===== src/rtl/packed_stream_sink.sv =====
// Bit-reversing packet sink: each network vector becomes a WORDS-word packet held in a DEPTH-entry FIFO.
// Optional macro SINK_ZERO_SKIP_EN drops all-zero vectors after the handshake instead of queueing them.
module packed_stream_sink #(
    parameter int NUM_OUT   = 12,
    parameter int SNK_WIDTH = 8,
    parameter int DEPTH     = 4
) (
    input  logic                 clk,
    input  logic                 arstn,
    input  logic                 net_valid,
    output logic                 net_ready,
    input  logic [NUM_OUT-1:0]   net_out,
    input  logic                 snk_ready,
    output logic                 snk_valid,
    output logic [SNK_WIDTH-1:0] snk,
    output logic                 snk_last
);
    localparam int WORDS = (NUM_OUT + SNK_WIDTH - 1) / SNK_WIDTH;
    localparam int PW    = WORDS * SNK_WIDTH;
    localparam int PAD   = PW - NUM_OUT;
    localparam int PTR_W = $clog2(DEPTH);
    localparam int CNT_W = PTR_W + 1;
    localparam int IDX_W = (WORDS > 1) ? $clog2(WORDS) : 1;

    logic [NUM_OUT-1:0]   rev_vec;
    logic [PW-1:0]        packed_vec;
    logic [PW-1:0]        fifo_mem [DEPTH];
    logic [PW-1:0]        head_vec;
    logic [SNK_WIDTH-1:0] head_words [WORDS];
    logic [SNK_WIDTH-1:0] cur_word;

    logic [PTR_W-1:0] wr_ptr_q, wr_ptr_d;
    logic [PTR_W-1:0] rd_ptr_q, rd_ptr_d;
    logic [CNT_W-1:0] count_q, count_d;
    logic [IDX_W-1:0] idx_q, idx_d;

    logic full, empty, last_word;
    logic accept, push, pop_word, pop;

    genvar gi;
    generate
        for (gi = 0; gi < NUM_OUT; gi++) begin : g_rev
            assign rev_vec[NUM_OUT-1-gi] = net_out[gi];
        end
        // Pad lands in the LSBs so the last word carries the trailing zeros.
        if (PAD > 0) begin : g_pad
            assign packed_vec = {rev_vec, {PAD{1'b0}}};
        end else begin : g_nopad
            assign packed_vec = rev_vec;
        end
        for (gi = 0; gi < WORDS; gi++) begin : g_words
            assign head_words[gi] = head_vec[(WORDS-gi)*SNK_WIDTH-1 -: SNK_WIDTH];
        end
    endgenerate

    assign head_vec  = fifo_mem[rd_ptr_q];
    assign cur_word  = head_words[idx_q];
    assign full      = (count_q == CNT_W'(DEPTH));
    assign empty     = (count_q == '0);
    assign last_word = (idx_q == IDX_W'(WORDS - 1));

    // Outputs are forced low while reset is asserted, independent of stale state.
    assign net_ready = arstn && !full;
    assign snk_valid = arstn && !empty;
    assign snk       = snk_valid ? cur_word : '0;
    assign snk_last  = snk_valid && last_word;

    assign accept   = net_valid && net_ready;
`ifdef SINK_ZERO_SKIP_EN
    assign push     = accept && (net_out != '0);
`else
    assign push     = accept;
`endif
    assign pop_word = snk_valid && snk_ready;
    assign pop      = pop_word && last_word;

    always_comb begin
        wr_ptr_d = wr_ptr_q;
        rd_ptr_d = rd_ptr_q;
        count_d  = count_q;
        idx_d    = idx_q;
        if (push) begin
            wr_ptr_d = wr_ptr_q + 1'b1;
        end
        if (pop) begin
            rd_ptr_d = rd_ptr_q + 1'b1;
            idx_d    = '0;
        end else if (pop_word) begin
            idx_d = idx_q + 1'b1;
        end
        case ({push, pop})
            2'b10:   count_d = count_q + 1'b1;
            2'b01:   count_d = count_q - 1'b1;
            default: count_d = count_q;
        endcase
    end

    always_ff @(posedge clk) begin
        if (!arstn) begin
            wr_ptr_q <= '0;
            rd_ptr_q <= '0;
            count_q  <= '0;
            idx_q    <= '0;
        end else begin
            wr_ptr_q <= wr_ptr_d;
            rd_ptr_q <= rd_ptr_d;
            count_q  <= count_d;
            idx_q    <= idx_d;
        end
    end

    // Payload storage needs no reset; validity is tracked by count_q.
    always_ff @(posedge clk) begin
        if (push) begin
            fifo_mem[wr_ptr_q] <= packed_vec;
        end
    end
endmodule


===== config.mk =====
export PLATFORM = sky130hd
export DESIGN_NAME = packed_stream_sink
export DESIGN_NICKNAME = d
export VERILOG_FILES = /design/src/rtl/packed_stream_sink.sv
export SDC_FILE = /design/constraint.sdc
export NUM_CORES = 1
export LEC_CHECK = 0
export BUFFER_PORTS_ARGS = -buffer_cell sky130_fd_sc_hd__buf_2
export CELL_PAD_IN_SITES_DETAIL_PLACEMENT = 1
export CELL_PAD_IN_SITES_GLOBAL_PLACEMENT = 1
export CORE_MARGIN = 1.5
export CORE_UTILIZATION = 43
export CTS_CLUSTER_DIAMETER = 60
export CTS_CLUSTER_SIZE = 8
export DETAILED_ROUTE_END_ITERATION = 10
export PLACE_DENSITY_LB_ADDON = 0.1
export SYNTH_ARGS = -nofsm -noshare
export SYNTH_HDL_FRONTEND = slang
export SYNTH_SLANG_ARGS = --single-unit

===== constraint.sdc =====
create_clock -name clk -period 2.1 [get_ports clk]
set_input_delay 0.21 -clock clk [delete_from_list [all_inputs] [get_ports clk]]
set_output_delay 0.21 -clock clk [all_outputs]
set_load 0.01 [all_outputs]

## Yosys cells after proc, flatten, opt, wreduce, memory -nomap -nowiden

Memory sizes are Yosys's and may differ from the RTL's. A register that Yosys moved wholly into a read port is not among the register bits.
Index checks and enable logic that the tools add are counted.

- Word-level logic and storage cells: 36
- RAM bits: 48
- Output and inout bits: 11
- Bits in registers: 8
- Memories: 1

- Magnitude comparators: 1
- Mux-type cells: 9
- Bitwise logic cells: 2
- Add/subtract/negate cells: 5
- Reductions and logical operators: 11
- Equality and inequality tests: 3

Memories:

| name | depth | bits a word | rd ports | clocked after memory_dff | wr ports | line | source |
|---|---|---|---|---|---|---|---|
| fifo_mem | 4 | 12 | 1 | 1 | 1 | 27 | `logic [PW-1:0] fifo_mem [DEPTH];` |

Operators by type and width:

| cell | count |
|---|---|
| $mux 8 | 4 |
| $logic_and 1x1->1 | 6 |
| $pmux 3 s2 | 1 |
| $add 2x1->2 const B | 2 |
| $mux 2 | 2 |
| $add 3x1->3 const B | 1 |
| $eq 3x3->1 const B | 1 |
| $logic_not 3->1 | 1 |
| $sub 3x1->3 const B | 1 |
| $eq 2x1->1 const B | 1 |
| $eq 2x2->1 const B | 1 |
| $ge 2x2->1 const B | 1 |
| $logic_not 1->1 | 2 |
| $mux 1 | 2 |
| $not 1->2 | 1 |
| $reduce_bool 2->1 | 1 |
| $reduce_or 2->1 | 1 |
| $add 1x1->1 const B | 1 |
| $not 1->1 | 1 |

## Logic depth before layout (Yosys ltp)

Gate-level depths: netlist of run 1.

- Depth in word-level cells: 7
- Depth in mapped cells: 9
- Gate-level depth less buffers: 9

## Least setup slack after synthesis of run 1

No wires, ideal clock.

- Path type: flip-flop to flip-flop
- Start: register count_q[2]
- End: register count_q[2]
- Path slack: -0.044 ns
- Path buffers: 0
- Required time: 2.030 ns
- Setup time: 0.070 ns
- Arrival: 2.074 ns
- Stages on the path, launching flop included: 9
- Path through: dfxtp_1 o31ai_4 nor2_2 ha_1 inv_1 fa_1 xor2_1 or3_2 a21oi_1

- Longest elaborated chain between the ends: 7
- Elaborated cells between the ends (all ways): 15

Ends and longest elaborated chain:

| item | line | source |
|---|---|---|
| from (decl) | 34 | `logic [CNT_W-1:0] count_q, count_d;` |
| from (signal assigned) | 107 | `count_q <= count_d;` |
| $logic_not 3->1 (*) | 59 | `assign empty = (count_q == '0);` |
| $logic_not 1->1 (*) | 64 | `assign snk_valid = arstn && !empty;` |
| $logic_and 1x1->1 (*) | 64 |  |
| $logic_and 1x1->1 (*) | 74 | `assign pop_word = snk_valid && snk_ready;` |
| $logic_and 1x1->1 (*) | 75 | `assign pop = pop_word && last_word;` |
| named net pop | 38 | `logic accept, push, pop_word, pop;` |
| $eq 2x1->1 or $eq 2x2->1 (tied branches) | 91 | `case ({push, pop})` |
| $pmux 3 s2 or $reduce_bool 2->1 (tied branches) | n/a |  |

Mark *: on every way through the listed nets, which the timed path passes. The rest lies on a longest branch.
A chain may end at the register's enable or synchronous reset.

## Final worst setup path of run 1

- Start: register count_q[0]
- End: register count_q[2]

- Longest elaborated chain between the ends: 7
- Elaborated cells between the ends (all ways): 15

Ends and longest elaborated chain:

| item | line |
|---|---|
| $logic_not 3->1 | 59 |
| $logic_not 1->1 | 64 |
| $logic_and 1x1->1 | 64 |
| $logic_and 1x1->1 | 74 |
| $logic_and 1x1->1 | 75 |
| $eq 2x1->1 or $eq 2x2->1 (tied branches) | 91 |
| $pmux 3 s2 or $reduce_bool 2->1 (tied branches) | n/a |

Several ways; a longest one is shown, not always the timed one.

==> summary.md, run 1 <==
| Metric | Value |
|---|---|
| CP required | `2.36 ns` |
| Reg clk slew, reported paths | `about 0.07 ns` |
| Largest net degree at the start of global routing | `21` |
| TritonCTS Buffers | `9` |
| Vias in the first global route | `~1500` |
| Routed WL per cell | `17.4 µm` |
| Avg Inst Size Synth | `15.8 µm²` |
| Cell chain of the critical path | `nor2_4 -> a211oi_4 -> inv_1 -> ha_2 -> inv_1 -> fa_1 -> xor2_1 -> or3_4 -> a21oi_2` |
| Syn Nets | `175` |
| Ys flop type | `edfxtp_1` |
| Worst path buffer plus inverter count | `2` |
| Fin crit share | `95.6%` |
| Die Span Y | `77.9 µm` |
| Maximum clock rate | `about 500 MHz` |
| Finished Layout Cells | `280` |
| Total grt overflow | `0` |
| Routed vias/inst | `5.07` |
| Worst-path fanout max | `6` |
| H-tree Lvls | `3` |
| Clock Latency Late Sink | `0.33 ns` |
| CP max stage cell | `dfxtp_4` |
| Dpl cells | `roughly 260` |
| Post-DP HPWL | `~3200 µm` |
| Drt drc | `0` |
| VDD IR-drop max | `0.356 mV` |
| Status | `finished clean` |
| Synth cell types | `31` |
| Area Overhead vs Synth | `23.9%` |
| # setup viols final | `0` |
| Worst Setup SP | `count_q[0]` |
| Max stage delay on crit path | `0.38 ns` |
| Final Wtd Congestion | `~0.83` |
| Final Max Slew Viols | `0` |
| Final wirelength | `4870 µm` |
| Max_slew headroom | `73.9%` |
| Hold path start | `net_out[11]` |
| Antenna violations before repair | `0` |
| Total power draw | `2710 µW` |
| Drt pass-1 iters | `4` |
| EDFF count, synth | `48` |
| Number of max-cap violations | `0` |
| # clock sinks | `58` |
| Via Count | `1420` |
| LEAKAGE | `~0.0011 µW` |
| Die width | `roughly 78 µm` |
| Register area share after synthesis | `68.1%` |
| All-Layer GR Usage | `between 15 and 20%` |
| Crit start category | `flop` |
| Starting Density | `~44%` |
| Worst slew pin tran | `0.391 ns` |
| # IOs | `27` |
| Clock Path Buffers | `2` |
| PwrDens | `906 mW/mm²` |
| Hold crit path type | `input port to flop` |
| Asr flop ratio synth | `0%` |
| Num rows | `27` |
| ANT cells | `0` |
| Ys Warns | `0` |
| # fillers | `562` |
| Port Buffers | `26` |
| Skew final | `approximately 0.0067 ns` |
| WP data arrival | `2.26 ns` |
| CP top delay family | `adder cells` |
| Root Buffer | `clkbuf_8` |
| # nets final | `225` |
| Cell Area, Synth | `0.00241 mm²` |
| Detail Route Antenna Nets | `0` |
| Kind of critical path | `flop to flop` |
| Initial DRC count | `59` |
| Cell count after synthesis | `153` |
| Layout cells sized above 1 | `38.5%` |
| Crit end category | `flop` |
| Final min period | `2.01 ns` |
| RR Startpoint | `count_q[0]` |
| Seq cells post-synth | `58` |
| RSZ-0062 raised after global routing | `false` |
| Die footprint | `0.00607 mm²` |
| First-pass GRT wire length | `7620 µm` |
| TritonCTS clock tree | `done` |
| Core Region | `0.00547 mm²` |
| Fin. Hold Viols | `0` |
| Cell mode on critical path | `inv_1` |
[routing by layer]
| layer | GRT usage (%) | up-vias | routed length, µm |
|---|---|---|---|
| met5 | 0 | - | 0 |
| met4 | 8.18 | 0 | 109 |
| met3 | 6.12 | 11 | 254 |
| met2 | 29.4 | 29 | 2530 |
| met1 | 20.7 | 706 | 1970 |
| li1 | - | 674 | - |
[final timing paths]
check,endpoint,slack [ns],cells after the start
worst min register to register,wr_ptr_q[1],0.50,2
worst max-delay path,count_q[2],0.09,9
worst min-delay path,fifo_mem[3][0],0.09,1
worst max register to register,count_q[2],0.09,9
[cells in the mapped netlist (all sizes together), types with 2 or more instances]
cell | count | area share (%)
edfxtp | 48 | 60
mux2i | 12 | 5.0
inv | 11 | 1.7
dfxtp | 10 | 8.3
mux2 | 8 | 3.7
nor2 | 8 | 1.5
ha | 5 | 2.6
nand2 | 5 | 0.78
nor3 | 5 | 1.0
a21oi | 4 | 0.83
a22o | 4 | 1.5
and2 | 4 | 1.0
and3 | 4 | 1.0
mux4 | 4 | 3.7
o22ai | 4 | 1.0
buf | 3 | 0.83
o21ai | 2 | 0.42
o31ai | 2 | 1.2
or3 | 2 | 0.57
xor2 | 2 | 0.73
[per-stage QoR]
stage          setup WS, ns  area (µm²)  TNS, ns  util, %  hold slack (ns)
2_1_floorplan        0.0173        2410        0        -            0.309
3_3_place_gp         0.0961        2700        0     49.3            0.419
3_5_place_dp        -0.0818        2700  -0.0818     49.3            0.428
4_1_cts            0.000208        2950        0     53.8           0.0717
5_1_grt              0.0141        2990        0     54.6           0.0798
6_report             0.0934        2990        0     54.6           0.0919
[registers in the layout, indices dropped and copies added (netlist names), named ones only]
name	flops
rd_ptr_q	2
idx_q	1
fifo_mem	48
wr_ptr_q	2
count_q	3
[report_power, final]
| part | switching, µW | internal (µW) |
|---|---|---|
| logic | 107 | 83.5 |
| registers | 21.5 | 1290 |
| clock network | 424 | 782 |
[worst reg2reg max path: stages, from the launching register on]
cell,delay [ns]
dfxtp_4,0.38
nor2_4,0.15
a211oi_4,0.08
inv_1,0.06
ha_2,0.18
inv_1,0.06
fa_1,0.37
xor2_1,0.16
or3_4,0.34
a21oi_2,0.15
[placed cells by master (no fill, tap or decap), types with 2 or more instances in the layout]
cell type,Yosys,layout
edfxtp_1,48,48
buf_2,1,26
buf_4,2,16
mux2i_1,12,12
inv_1,10,10
clkbuf_8,0,9
mux2_2,8,8
dfxtp_1,10,7
nor2_1,6,6
nand2_1,5,5
nor3_1,5,5
o22ai_1,4,4
a22o_1,4,4
mux4_2,4,4
and3_1,4,4
and2_1,4,4
ha_1,5,4
a21oi_1,4,3
bufinv_16,0,3
clkinv_2,0,3
xor2_1,2,2
o21ai_0,2,2
dfxtp_4,0,2
[logic make-up after synthesis]
kind of cell,after synthesis,synth area share [%]
buffers and inverters,14,2.54
AO/OA/AOI/OAI,17,5.76
flip-flops,58,68.1
XOR/XNOR,3,1.09
adder cells (fa/ha/maj),6,3.43
multiplexers,24,12.5
AND/OR/NAND/NOR,31,6.64
[layout make-up]
class / count / area [µm²] / area share, %
Tap cell: 72 / 90.1 / 3.02
Sequential cell: 58 / 1650 / 55.2
Timing Repair Buffer: 42 / 250 / 8.38
Multi-Input combinational cell: 81 / 723 / 24.2
Inverter: 11 / 41.3 / 1.38
Clock inverter: 6 / 105 / 3.52
Clock buffer: 10 / 128 / 4.27
[repair_timing]
item | in CTS | in global routing
hold buffers | 0 | 0
endpoints found under the setup margin | 1 | 1
pin swaps | 1 | 4
gates resized for setup | 6 | 1
setup buffers | 0 | 5
No activity file was read; power rests on OpenSTA's default activity.
==> inputs of run 2 (changes only) <==
Settings changed: CORE_MARGIN 1.5 to not set.
==> run 2 against run 1 <==
Net effect:
- worst hold slack gained 0.0047 ns
- sequential share of layout area grew 2.0 points
- clock skew shrank 0.00088 ns
- global-route usage grew 0.44 points
- die area shrank 2.6%
- first-iteration DRC count shrank 53%
- critical path type unchanged
- non-clock buffer count shrank 4
- combinational power shrank 3%
- critical path depth shrank 1
- design area shrank 3.4%
- routed wire length shrank 2.5%
- register-to-register slack gained 0.06 ns
==> summary.md, run 2 (synthesis gave the netlist of run 1 again) <==
| Metric | Value |
|---|---|
| Status | `finished clean` |
| Maximum clock rate | `slightly above 500 MHz` |
| Starting Density | `46.0%` |
| Die Span Y | `76.9 µm` |
| TritonCTS clock tree | `done` |
| Core Region | `0.00524 mm²` |
| Placed Area | `0.00269 mm²` |
| Final Max Slew Viols | `0` |
| Crit start category | `flop` |
| Reg clk slew, reported paths | `0.06 ns` |
| Vias in the first global route | `1502` |
| Worst slew pin tran | `0.333 ns` |
| Port Buffers | `26` |
| Post-DP HPWL | `3320 µm` |
| Crit end category | `flop` |
| Top reg by flops | `fifo_mem` |
| Slack of the critical path | `approximately 0.16 ns` |
| Commonest non-fill, non-tap cell in the layout | `edfxtp_1` |
| Area Overhead vs Synth | `19.7%` |
| CP required | `roughly 2.4 ns` |
| # clock sinks | `58` |
| Hold slack | `0.0966 ns` |
| Finished layout cell area | `0.00289 mm²` |
| Drt drc | `0` |
| Number of max-cap violations | `0` |
| VDD IR-drop max | `0.500 mV` |
| Fin. Hold Viols | `0` |
| Worst-path fanout max | `7` |
| Fin util | `between 50% and 60%` |
| H-tree Lvls | `3` |
| Root Buffer | `clkbuf_8` |
| All-Layer GR Usage | `18.2%` |
| RSZ-0062 raised after global routing | `false` |
| Final wirelength | `4750 µm` |
| Detail Route Antenna Nets | `0` |
| Layout cells sized above 1 | `37.3%` |
| Routed vias/inst | `5.13` |
| Die width | `approximately 77 µm` |
| Drt pass-1 iters | `4` |
| ANT cells | `0` |
| Initial DRC count | `28` |
| Num rows | `26` |
| PwrDens | `809 mW/mm²` |
| Final min period | `just under 2 ns` |
| Antenna violations before repair | `0` |
| Clock Latency Late Sink | `0.33 ns` |
| # nets final | `221` |
| TritonCTS Buffers | `9` |
| # setup viols final | `0` |
| Total grt overflow | `0` |
| Max_slew headroom | `77.6%` |
| # IOs | `27` |
| Most frequent cells in the layout | `edfxtp_1 (48), buf_2 (26), mux2i_1 (12), buf_4 (12), inv_1 (10)` |
| Fin crit share | `between 90% and 100%` |
| Skew final | `approximately 0.0058 ns` |
| LEAKAGE | `0.00105 µW` |
| Largest net degree at the start of global routing | `21` |
| Via Count | `about 1400` |
| Final Wtd Congestion | `approximately 0.8` |
| Clock Path Buffers | `2` |
| Hold crit path type | `input port to flop` |
| WP data arrival | `between 2 and 2.5 ns` |
| Largest register FFs | `48` |
| First-pass GRT wire length | `approximately 7800 µm` |
| Die footprint | `0.00591 mm²` |
| Pre-CTS setup slack | `-0.0416 ns` |
| Routed WL per cell | `17.3 µm` |
| Total power draw | `2330 µW` |
| Kind of critical path | `flop to flop` |
| Largest regs | `fifo_mem: 48 flops, count_q: 3 flops` |
## run 2: routing by layer
layer / vias up / share of wire [%] / GRT usage, %
li1: 666 / - / -
met1: 704 / 44 / 22.0
met2: 26 / 51 / 30.4
met3: 10 / 3.0 / 3.81
met4: 0 / 2.4 / 9.81
met5: - / 0 / 0
## run 2: path summary, 6_finish.rpt
path / from / cells after the start / endpoint / slack (ns)
worst max-delay path: count_q[2] / 8 / count_q[2] / 0.16
worst min register to register: rd_ptr_q[1] / 2 / rd_ptr_q[1] / 0.50
worst min-delay path: net_out[11] / 1 / fifo_mem[1][0] / 0.1
worst max register to register: count_q[2] / 8 / count_q[2] / 0.16
## run 2: what timing repair did
action | CTS | global route
hold buffers | 0 | 0
setup buffers | 0 | 1
gates cloned | 0 | 0
endpoints found under the setup margin | 1 | 2
gates resized for setup | 5 | 3
pin swaps | 0 | 4
## run 2: area by class of cell
class / count / area (µm²)
fill: 522 / 2350
inverter: 11 / 41.3
timing repair buffer: 38 / 220
clock inverter: 6 / 33.8
multi-input combinational: 81 / 723
sequential: 58 / 1650
clock buffer: 10 / 128
tap: 70 / 87.6
## run 2: where the power goes
group / switching (µW) / leakage, µW / total (µW) / internal [µW]
Combinational: 106 / 0.000447 / 185 / 79.3
Sequential: 21.8 / 0.000520 / 1310 / 1290
Clock: 421 / 0.0000795 / 838 / 416
Total: 549 / 0.00105 / 2330 / 1780
## run 2: per-stage QoR
| stage | cells | TNS (ns) |
|---|---|---|
| 2_1_floorplan | 153 | 0 |
| 3_3_place_gp | 257 | 0 |
| 3_5_place_dp | 257 | -0.0416 |
| 4_1_cts | 273 | 0 |
| 5_1_grt | 274 | 0 |
| 6_report | 274 | 0 |
## run 2: critical path, cell delays in order, from the launching register on
cell and delay (ns):
dfxtp_4 0.40, o31ai_4 0.09, nor2_2 0.13, ha_2 0.21
inv_1 0.05, fa_1 0.37, xor2_1 0.17, or3_4 0.34
a21oi_2 0.11
==> inputs of run 3 (changes only) <==
Settings changed: ABC_AREA set to 1, CORE_UTILIZATION 43 to 41.
==> run 3 against run 2 <==
Net effect:
- combinational power is 21% lower
- sequential power about the same
- sequential share of layout area is 0.15 points higher
- critical path type is now flop to output port
==> summary.md, run 3 <==
| Metric | Value |
|---|---|
| Postcts setup bufs | `0` |
| Cell count after synthesis | `214` |
| Top reg by flops | `fifo_mem` |
| Maximum clock rate | `524 MHz` |
| Leading post-synthesis cells by cell area | `edfxtp_1 (60%), dfxtp_1 (8.3%), nor2_1 (6.4%), o21ai_0 (4.8%), nand2_1 (4.1%)` |
| Hold crit path type | `input port to flop` |
| RSZ-0062 raised after global routing | `false` |
| ANT cells | `0` |
| Die footprint | `0.00617 mm²` |
| Num rows | `27` |
| Crit start category | `flop` |
| Kind of critical path | `flop to output port` |
| Starting Density | `approximately 43%` |
| Asr flop ratio synth | `0%` |
| Max_slew headroom | `70.2%` |
| # fillers | `628` |
| Top cell type by total area after synthesis | `edfxtp_1` |
| Hold endpoint | `fifo_mem[1][5]` |
| Via Count | `1659` |
| Clock Path Buffers | `2` |
| Avg Inst Size Synth | `~11 µm²` |
| # IOs | `27` |
| Final Max Slew Viols | `0` |
| CTS resizes | `0` |
| Pre-CTS setup slack | `0.266 ns` |
| Reg clk slew, reported paths | `roughly 0.060 ns` |
| Sequential cell area | `0.00164 mm²` |
| Commonest non-fill, non-tap cell in the layout | `edfxtp_1` |
| Final TNS setup | `0 ns` |
| Detail Route Antenna Nets | `0` |
| Post-DP HPWL | `3470 µm` |
| # clock sinks | `58` |
| # nets final | `277` |
| Largest register FFs | `48` |
| Routed vias/inst | `about 5` |
| Final Wtd Congestion | `0.721` |
| Clock Latency Late Sink | `around 0.33 ns` |
| Reg2reg setup slack | `0.23 ns` |
| Most frequent cells in the layout | `edfxtp_1 (48), nor2_1 (41), nand2_1 (26), buf_2 (26), o21ai_0 (23)` |
| Status | `finished clean` |
| Antenna violations before repair | `0` |
| R2R cell count | `11` |
| Die width | `a little under 80 µm` |
| Seq cells post-synth | `58` |
| Final min period | `between 1.5 and 2 ns` |
| Synth cell count leaders | `edfxtp_1 (48), nor2_1 (41), nand2_1 (26)` |
| Root Buffer | `clkbuf_8` |
| Final wirelength | `5170 µm` |
| Area of the multi-input gates | `624 µm²` |
| RR Startpoint | `count_q[2]` |
| Crit end category | `output port` |
| WP data arrival | `1.70 ns` |
| Die Span Y | `around 80 µm` |
| Core Region | `0.00557 mm²` |
| Drt pass-1 iters | `4` |
| CP required | `1.89 ns` |
| Skew final | `0.00415 ns` |
| Area Overhead vs Synth | `19.1%` |
| Largest regs | `fifo_mem: 48 flops, count_q: 3 flops` |
| Fin crit share | `~91%` |
| TritonCTS clock tree | `done` |
| Synth cell types | `19` |
| Initial DRC count | `68` |
| Fin. Hold Viols | `0` |
| Hold path start | `net_out[6]` |
| Register area share after synthesis | `68.3%` |
| Drt drc | `0` |
| PwrDens | `882 mW/mm²` |
| Worst-path fanout max | `5` |
| Syn Nets | `236` |
| All-Layer GR Usage | `18.3%` |
| Cell Area, Synth | `0.00240 mm²` |
| Hold-fix buffers, CTS | `0` |
| WHS Path Cells | `1` |
| LEAKAGE | `0.00114 µW` |
| First-pass GRT wire length | `8140 µm` |
| Post-synth top area share | `60.0%` |
| Number of max-cap violations | `0` |
| H-tree Lvls | `3` |
| Ys flop type | `edfxtp_1` |
| Layout cells sized above 1 | `between 20 and 25%` |
| Most frequent cell after synthesis | `edfxtp_1` |
| EDFF count, synth | `48` |
| Total grt overflow | `0` |
| TritonCTS Buffers | `9` |
| Ys Warns | `0` |
| Vias in the first global route | `around 1700` |
| Slack of the critical path | `about 0.19 ns` |
| Largest net degree at the start of global routing | `25` |
| Worst reg2reg path endpoint | `count_q[2]` |
| VDD IR-drop max | `~0.47 mV` |
| Worst slew pin tran | `0.445 ns` |
| Routed WL per cell | `about 16 µm` |
| Port Buffers | `26` |
| # setup viols final | `0` |
==> run 3: cell count changes in the layout (fill, tap and decap cells not counted), moves of 5 or more <==
cell | previous run | this run
nor2_1 | 6 | 41
mux2i_1 | 12 | 0
nor3_1 | 5 | 0
o21ai_0 | 2 | 23
inv_1 | 10 | 21
a21oi_1 | 3 | 11
mux2_2 | 8 | 0
nand2_1 | 5 | 26
==> run 3: power breakdown <==
part	switching, µW	internal [µW]
sequential	12.0	1280
clock	428	660
combinational	93.9	51.6
==> run 3: through the flow <==
stage          std cells  util, %  cell area [µm²]  hold WS [ns]  power, µW
2_1_floorplan        214        -             2400         0.309       1390
3_3_place_gp         316     47.5             2650         0.425       1450
3_5_place_dp         316     47.5             2650         0.431       1460
4_1_cts              332     51.2             2860        0.0807       2540
5_1_grt              332     51.3             2860        0.0856       2590
6_report             332     51.3             2860        0.0958       2520
==> run 3: layout make-up <==
type / count / area share [%]
repair buffers: 37 / 7.44
multi-input cells: 127 / 21.8
well taps: 72 / 3.15
flip-flops and latches: 58 / 57.4
inverters: 22 / 2.89
clock buffers: 10 / 4.46
clock inverters: 6 / 2.84
==> run 3: per-layer routing <==
layer  share of wire (%)  GRT usage, %
met3                 2.4          3.49
met5                   0             0
met2                  48          30.7
met1                  47          22.2
met4                 2.0          10.0
==> run 3: cells by family after synthesis <==
logic type	count (synthesis)	share of synthesized area, %
flops	58	68.3
fa+ha+maj	6	3.44
buf+inv	29	5.89
compound gates	47	10.3
simple gates	74	12.0
==> run 3: critical path, cell delays in order (launching register included) <==
cell,delay [ns]
dfxtp_1,0.35
inv_1,0.08
nand2_1,0.10
nand2_1,0.12
nor2_1,0.38
nand2_1,0.11
nand2_1,0.10
buf_2,0.14
==> run 3: worst max path at each step <==
stage | start | to | slack [ns] | cells after the start
floorplan | count_q[2] | count_q[2] | 0.37 | 11
global placement | count_q[0] | count_q[2] | 0.38 | 10
detailed placement | count_q[2] | count_q[2] | 0.27 | 11
CTS | count_q[2] | snk[2] | 0.14 | 7
global route | count_q[2] | snk[5] | 0.03 | 7
finish | count_q[2] | snk[5] | 0.19 | 7
